`config.mk`:
```
export PLATFORM = sky130hd
export DESIGN_NAME = ret_addr_stack
export DESIGN_NICKNAME = d
export VERILOG_FILES = /design/src/rtl/ret_addr_stack.sv
export SDC_FILE = /design/constraint.sdc
export NUM_CORES = 1
export LEC_CHECK = 0
export ABC_AREA = 1
export BUFFER_PORTS_ARGS = -buffer_cell sky130_fd_sc_hd__buf_4
export CELL_PAD_IN_SITES_DETAIL_PLACEMENT = 1
export CELL_PAD_IN_SITES_GLOBAL_PLACEMENT = 1
export CORE_ASPECT_RATIO = 1.5
export CORE_MARGIN = 4
export CORE_UTILIZATION = 49
export CTS_CLUSTER_DIAMETER = 120
export DETAILED_ROUTE_END_ITERATION = 8
export HOLD_SLACK_MARGIN = 0.06
export PLACE_DENSITY_LB_ADDON = 0.05
export SLEW_MARGIN = 20
export SYNTH_ARGS = -nofsm -noshare
export SYNTH_HDL_FRONTEND = slang
export SYNTH_SLANG_ARGS = --single-unit
export TNS_END_PERCENT = 5
```
`constraint.sdc`:
```
create_clock -name clk -period 7 [get_ports clk]
set_input_delay 0 -clock clk [delete_from_list [all_inputs] [get_ports clk]]
set_output_delay 0 -clock clk [all_outputs]
set_load 0.02 [all_outputs]
```
`src/rtl/ret_addr_stack.sv`:
```
// Return-address stack feeding the program counter: CALL pushes the return address,
// RET pops it onto ret_addr with a one-cycle pc_load strobe. Sticky overflow/underflow flags.
module ret_addr_stack #(
  parameter int unsigned AW    = 8,
  parameter int unsigned DEPTH = 8
) (
  input  logic                     clk,
  input  logic                     rst_n,
  input  logic                     call,
  input  logic                     ret,
  input  logic [AW-1:0]            call_addr,
  input  logic                     clear_err,
  output logic [AW-1:0]            ret_addr,
  output logic                     pc_load,
  output logic                     full,
  output logic                     empty,
  output logic [$clog2(DEPTH):0]   count,
  output logic                     overflow,
  output logic                     underflow
);

  localparam int unsigned IW = $clog2(DEPTH);
  localparam int unsigned CW = IW + 1;

  logic [AW-1:0] mem_q [DEPTH];

  logic [CW-1:0] count_q, count_d;
  logic [AW-1:0] ret_addr_q, ret_addr_d;
  logic          pc_load_q, pc_load_d;
  logic          overflow_q, overflow_d;
  logic          underflow_q, underflow_d;

  logic [CW-1:0] cnt_m1;
  logic [IW-1:0] top_idx;
  logic [IW-1:0] wr_idx;
  logic          wr_en;
  logic          ovf_set;
  logic          unf_set;

  assign full    = (count_q == CW'(DEPTH));
  assign empty   = (count_q == '0);
  assign cnt_m1  = count_q - CW'(1);
  assign top_idx = cnt_m1[IW-1:0];
  // A simultaneous call/ret on a non-empty stack overwrites the top in place.
  assign wr_idx  = (ret && !empty) ? top_idx : count_q[IW-1:0];

  always_comb begin
    count_d    = count_q;
    ret_addr_d = ret_addr_q;
    pc_load_d  = 1'b0;
    wr_en      = 1'b0;
    ovf_set    = 1'b0;
    unf_set    = 1'b0;
    case ({call, ret})
      2'b10: begin
        if (full) begin
          ovf_set = 1'b1;
        end else begin
          wr_en   = 1'b1;
          count_d = count_q + CW'(1);
        end
      end
      2'b01: begin
        if (empty) begin
          unf_set    = 1'b1;
          ret_addr_d = '0;
        end else begin
          ret_addr_d = mem_q[top_idx];
          pc_load_d  = 1'b1;
          count_d    = cnt_m1;
        end
      end
      2'b11: begin
        wr_en = 1'b1;
        if (empty) begin
          unf_set = 1'b1;
          count_d = CW'(1);
        end else begin
          ret_addr_d = mem_q[top_idx];
          pc_load_d  = 1'b1;
        end
      end
      default: ;
    endcase
    overflow_d  = (overflow_q  & ~clear_err) | ovf_set;
    underflow_d = (underflow_q & ~clear_err) | unf_set;
  end

  always_ff @(posedge clk or negedge rst_n) begin
    if (!rst_n) begin
      count_q     <= '0;
      ret_addr_q  <= '0;
      pc_load_q   <= 1'b0;
      overflow_q  <= 1'b0;
      underflow_q <= 1'b0;
    end else begin
      count_q     <= count_d;
      ret_addr_q  <= ret_addr_d;
      pc_load_q   <= pc_load_d;
      overflow_q  <= overflow_d;
      underflow_q <= underflow_d;
    end
  end

  always_ff @(posedge clk) begin
    if (wr_en) mem_q[wr_idx] <= call_addr;
  end

  assign count     = count_q;
  assign ret_addr  = ret_addr_q;
  assign pc_load   = pc_load_q;
  assign overflow  = overflow_q;
  assign underflow = underflow_q;

endmodule

```
==> flow_summary.json <==
{
  "clock-skew-final_ns": 0.0116,
  "drt-initial-drc-count": 162,
  "dp.final_hpwl_um": 6830,
  "path_class": "reg -> reg",
  "coreArea_sq_um": 7230,
  "area.sequential_sq_um": 2300,
  "reg2reg_setup_slack_ns": 3.66,
  "outcome": "finished, final reports clean",
  "route.detailed.drc": 0,
  "crit_path_max_incr_delay_ns": 0.72,
  "dr_total_vias": 2638,
  "synth_fa_ha_area_share_pct": 1.03,
  "grt.total_usage_pct": 23.1,
  "max-vdd-ir-drop_mv": 0.207,
  "ant_nets": 0,
  "clock-root-buffer": "clkbuf_8",
  "timing.rr.start": "count[0]$_DFFE_PN0P_",
  "min_delay_path_depth": 3,
  "numCtsBuffers": 9,
  "drv_slew": 0,
  "timing.critical_path.to_type": "register",
  "synth_area_leaders": "edfxtp_1 (53%), nand2_1 (12%), dfrtp_1 (10%)",
  "layout.filler_cells": 819,
  "synth.top_cell.area_share_pct": 53.0,
  "avgViaCountPerCell": 5.03,
  "multi_input_area_sq_um": 1000,
  "nets": 435,
  "cpMaxStageDelayCell": "ha_1",
  "critical_path_source": "count[0]$_DFFE_PN0P_",
  "vias_in_the_first_global_route": 2788,
  "timing.reg2reg.worst_path_depth": 7,
  "post_drt_wl_per_cell_um": 17.9,
  "clk_transition_reported_paths_ns": 0.08,
  "clock_insertion_delay_worst_skew_ns": 0.36,
  "placementRows": 38,
  "unrepaired_setup_endpoints_after_global_routing": "no",
  "y_dimension_of_the_die_um": 113,
  "worst_pin_slew_ns": 0.688,
  "worst-endpoint-required_ns": 6.99,
  "numClockSinks": 79,
  "synth_top_family_by_area": "simple AND/OR/NAND/NOR gates",
  "ys_ff_latch": 79,
  "synthXorXnorAreaFrac_pct": 1.14,
  "final.period_utilization_pct": 47.6,
  "replace_congestion": 0.919,
  "cts.htree.levels": 3,
  "critical_path_peak_fanout": 40,
  "postSynth.asyncResetShare_pct": 19.0,
  "final-hold-violation-count": 0,
  "yosysTopAreaCell": "edfxtp_1",
  "grt_first_pass_wirelength_um": 14900,
  "post_route_cells_drive_above_1_share_pct": 13.4,
  "crit_path_cell_trace": "buf_4, inv_2, ha_1, inv_2, o21ai_1, nand2_1, nor2_1",
  "fmax_ghz": 0.300,
  "postSynthAreaPerCell_sq_um": 9.65,
  "reg2reg_to": "mem_q[0][2]$_DFFE_PP_",
  "pre_cts_slack_ns": 3.64,
  "critPathMostFrequentCell": "inv_2",
  "die_w_um": 78.3,
  "synth.yosys.seq_area_share_pct": 63.3,
  "initial_antenna_violation_count": 0,
  "arrival_time_worst_endpoint_ns": 3.33,
  "cap_viol_max_count": 0,
  "postSynthNetCount": 392,
  "remaining_global_route_overflow": 0,
  "place.detailed.instances": 494,
  "synth_area_sq_um": 3630,
  "total_power_w": 0.00185,
  "buffer_ports.inserted": 29,
  "cts_buffer_depth": 2,
  "wl_um": 9370,
  "post_cts_resize_count": 0,
  "synthesis.instances": 376,
  "synth.area.mux_share_pct": 0,
  "antennaDiodeCount": 0,
  "cts_tree": "yes",
  "min_path_type": "in -> reg",
  "critical_path.endpoint": "mem_q[0][2]$_DFFE_PP_",
  "crit_path_start_kind": "register",
  "layout_setup_ws_ns": 3.66,
  "ys.flop_type": "edfxtp_1",
  "synth.yosys.warnings": 0,
  "synth_enable_flop_cells": 64,
  "ios": 30,
  "grt_start_max_net_pins": 41,
  "power.leakage_nw": 1.95,
  "synth_compound_gate_area_share_pct": 1.59,
  "fin_worst_hold_slack_ns": 0.380,
  "totalNegativeSetupSlack_ns": 0,
  "layout_min_cycle_time_ns": 3.34,
  "yosys.area_share.simple_pct": 23.8,
  "power-per-cell-area_nw_per_um2": 434,
  "instances_no_fill": 524,
  "yosysUniqueCellTypes": 23,
  "initial_core_utilization_pct": 50.2,
  "setup_viol": 0,
  "detailed_routing_iteration_count_for_the_pre_antenna_repair_pass": 4,
  "maxSlewHeadroom_pct": 54.0,
  "die_area_sq_um": 8870,
  "areaGrowthSynthToFinish_pct": 17.2
}
## synthesized netlist by cell type, types with 2 or more instances
cell and number:
o21ai_1 6, nand2_1 115, nor2_1 12, ha_1 3, nand2_2 2, edfxtp_1 64
buf_2 8, clkbuf_1 2, inv_2 5, dfrtp_1 15, nor2_4 2, nand3_1 67
inv_1 65
## registers in the layout, summed over array words and instances (netlist names)
name and count:
count 4, ret_addr 8, mem_q 64, overflow 1
underflow 1, pc_load 1
## how the worst min path moves through the flow
stage	endpoint	slack (ns)	start
floorplan	count[0]$_DFFE_PN0P_	-0.30	rst_n
CTS	underflow$_DFF_PN0_	0.37	clear_err
global placement	overflow$_DFF_PN0_	-0.14	rst_n
global route	underflow$_DFF_PN0_	0.40	clear_err
finish	underflow$_DFF_PN0_	0.38	clear_err
detailed placement	count[0]$_DFFE_PN0P_	-0.14	rst_n
## stage by stage
stage / util, % / area (sq um)
after floorplan: - / 3630
after global placement: 54.1 / 3910
after detailed placement: 54.1 / 3910
after CTS: 58.8 / 4250
after global routing: 58.8 / 4250
final: 58.8 / 4250
## power by group
group / switching [W] / internal, W / total [W]
combinational: 0.000580 / 0.000266 / 0.000846
clock: 0.000162 / 0.000176 / 0.000338
sequential: 0.0000573 / 0.000606 / 0.000663
total: 0.000799 / 0.00105 / 0.00185
## final cells by class
cell class | instances | area share, %
Clock buffer | 12 | 3.41
Clock inverter | 4 | 1.27
Inverter | 70 | 6.18
Multi-Input combinational cell | 215 | 23.6
Sequential cell | 79 | 54.0
Tap cell | 100 | 2.94
Timing Repair Buffer | 44 | 8.60
## cell families after synthesis
logic type      Yosys count
buf+inv                  82
simple gates            200
fa+ha+maj                 3
xor+xnor                  3
compound gates            9
flops                    79
## cells in the final DEF, fill, tap and decap left out
| cell | netlist | routed |
|---|---|---|
| nand4_1 | 1 | 1 |
| dfrtp_1 | 15 | 15 |
| clkinvlp_4 | 0 | 2 |
| o21ai_1 | 6 | 6 |
| inv_2 | 5 | 5 |
| clkbuf_8 | 0 | 10 |
| inv_6 | 0 | 1 |
| ha_1 | 3 | 3 |
| nor2_1 | 12 | 12 |
| nand2_4 | 1 | 1 |
| o21ai_0 | 1 | 1 |
| nand2_1 | 115 | 115 |
| inv_1 | 65 | 65 |
| dlygate4sd3_1 | 0 | 14 |
| bufinv_16 | 0 | 1 |
| xor2_1 | 1 | 1 |
| o22ai_1 | 1 | 1 |
| nand3_1 | 67 | 67 |
| buf_4 | 1 | 30 |
| a21oi_4 | 1 | 1 |
| nand2_2 | 2 | 2 |
| clkbuf_1 | 2 | 2 |
| xor2_2 | 1 | 1 |
| xnor2_2 | 1 | 1 |
| nor2_4 | 2 | 2 |
| edfxtp_1 | 64 | 64 |
## routing by layer
metal,GRT usage [%],vias to the layer above,part of all wire (%)
met5,0,-,0
met4,9.57,0,2.2
li1,-,1283,-
met1,26.6,1279,40
met2,41.9,59,53
met3,4.34,17,4.2
## critical path, delay by kind of cell, from the launching register on
family	cells	cell delay, ns
buf+inv	3	1.00
fa+ha+maj	1	0.72
flops	1	0.34
compound gates	1	0.23
simple gates	2	0.64
## what timing repair did
item	in CTS	in global routing
hold buffers	14	0
setup buffers	0	0
endpoints found under the hold margin	85	0
Note: power is estimated with default switching activity, not from simulation.
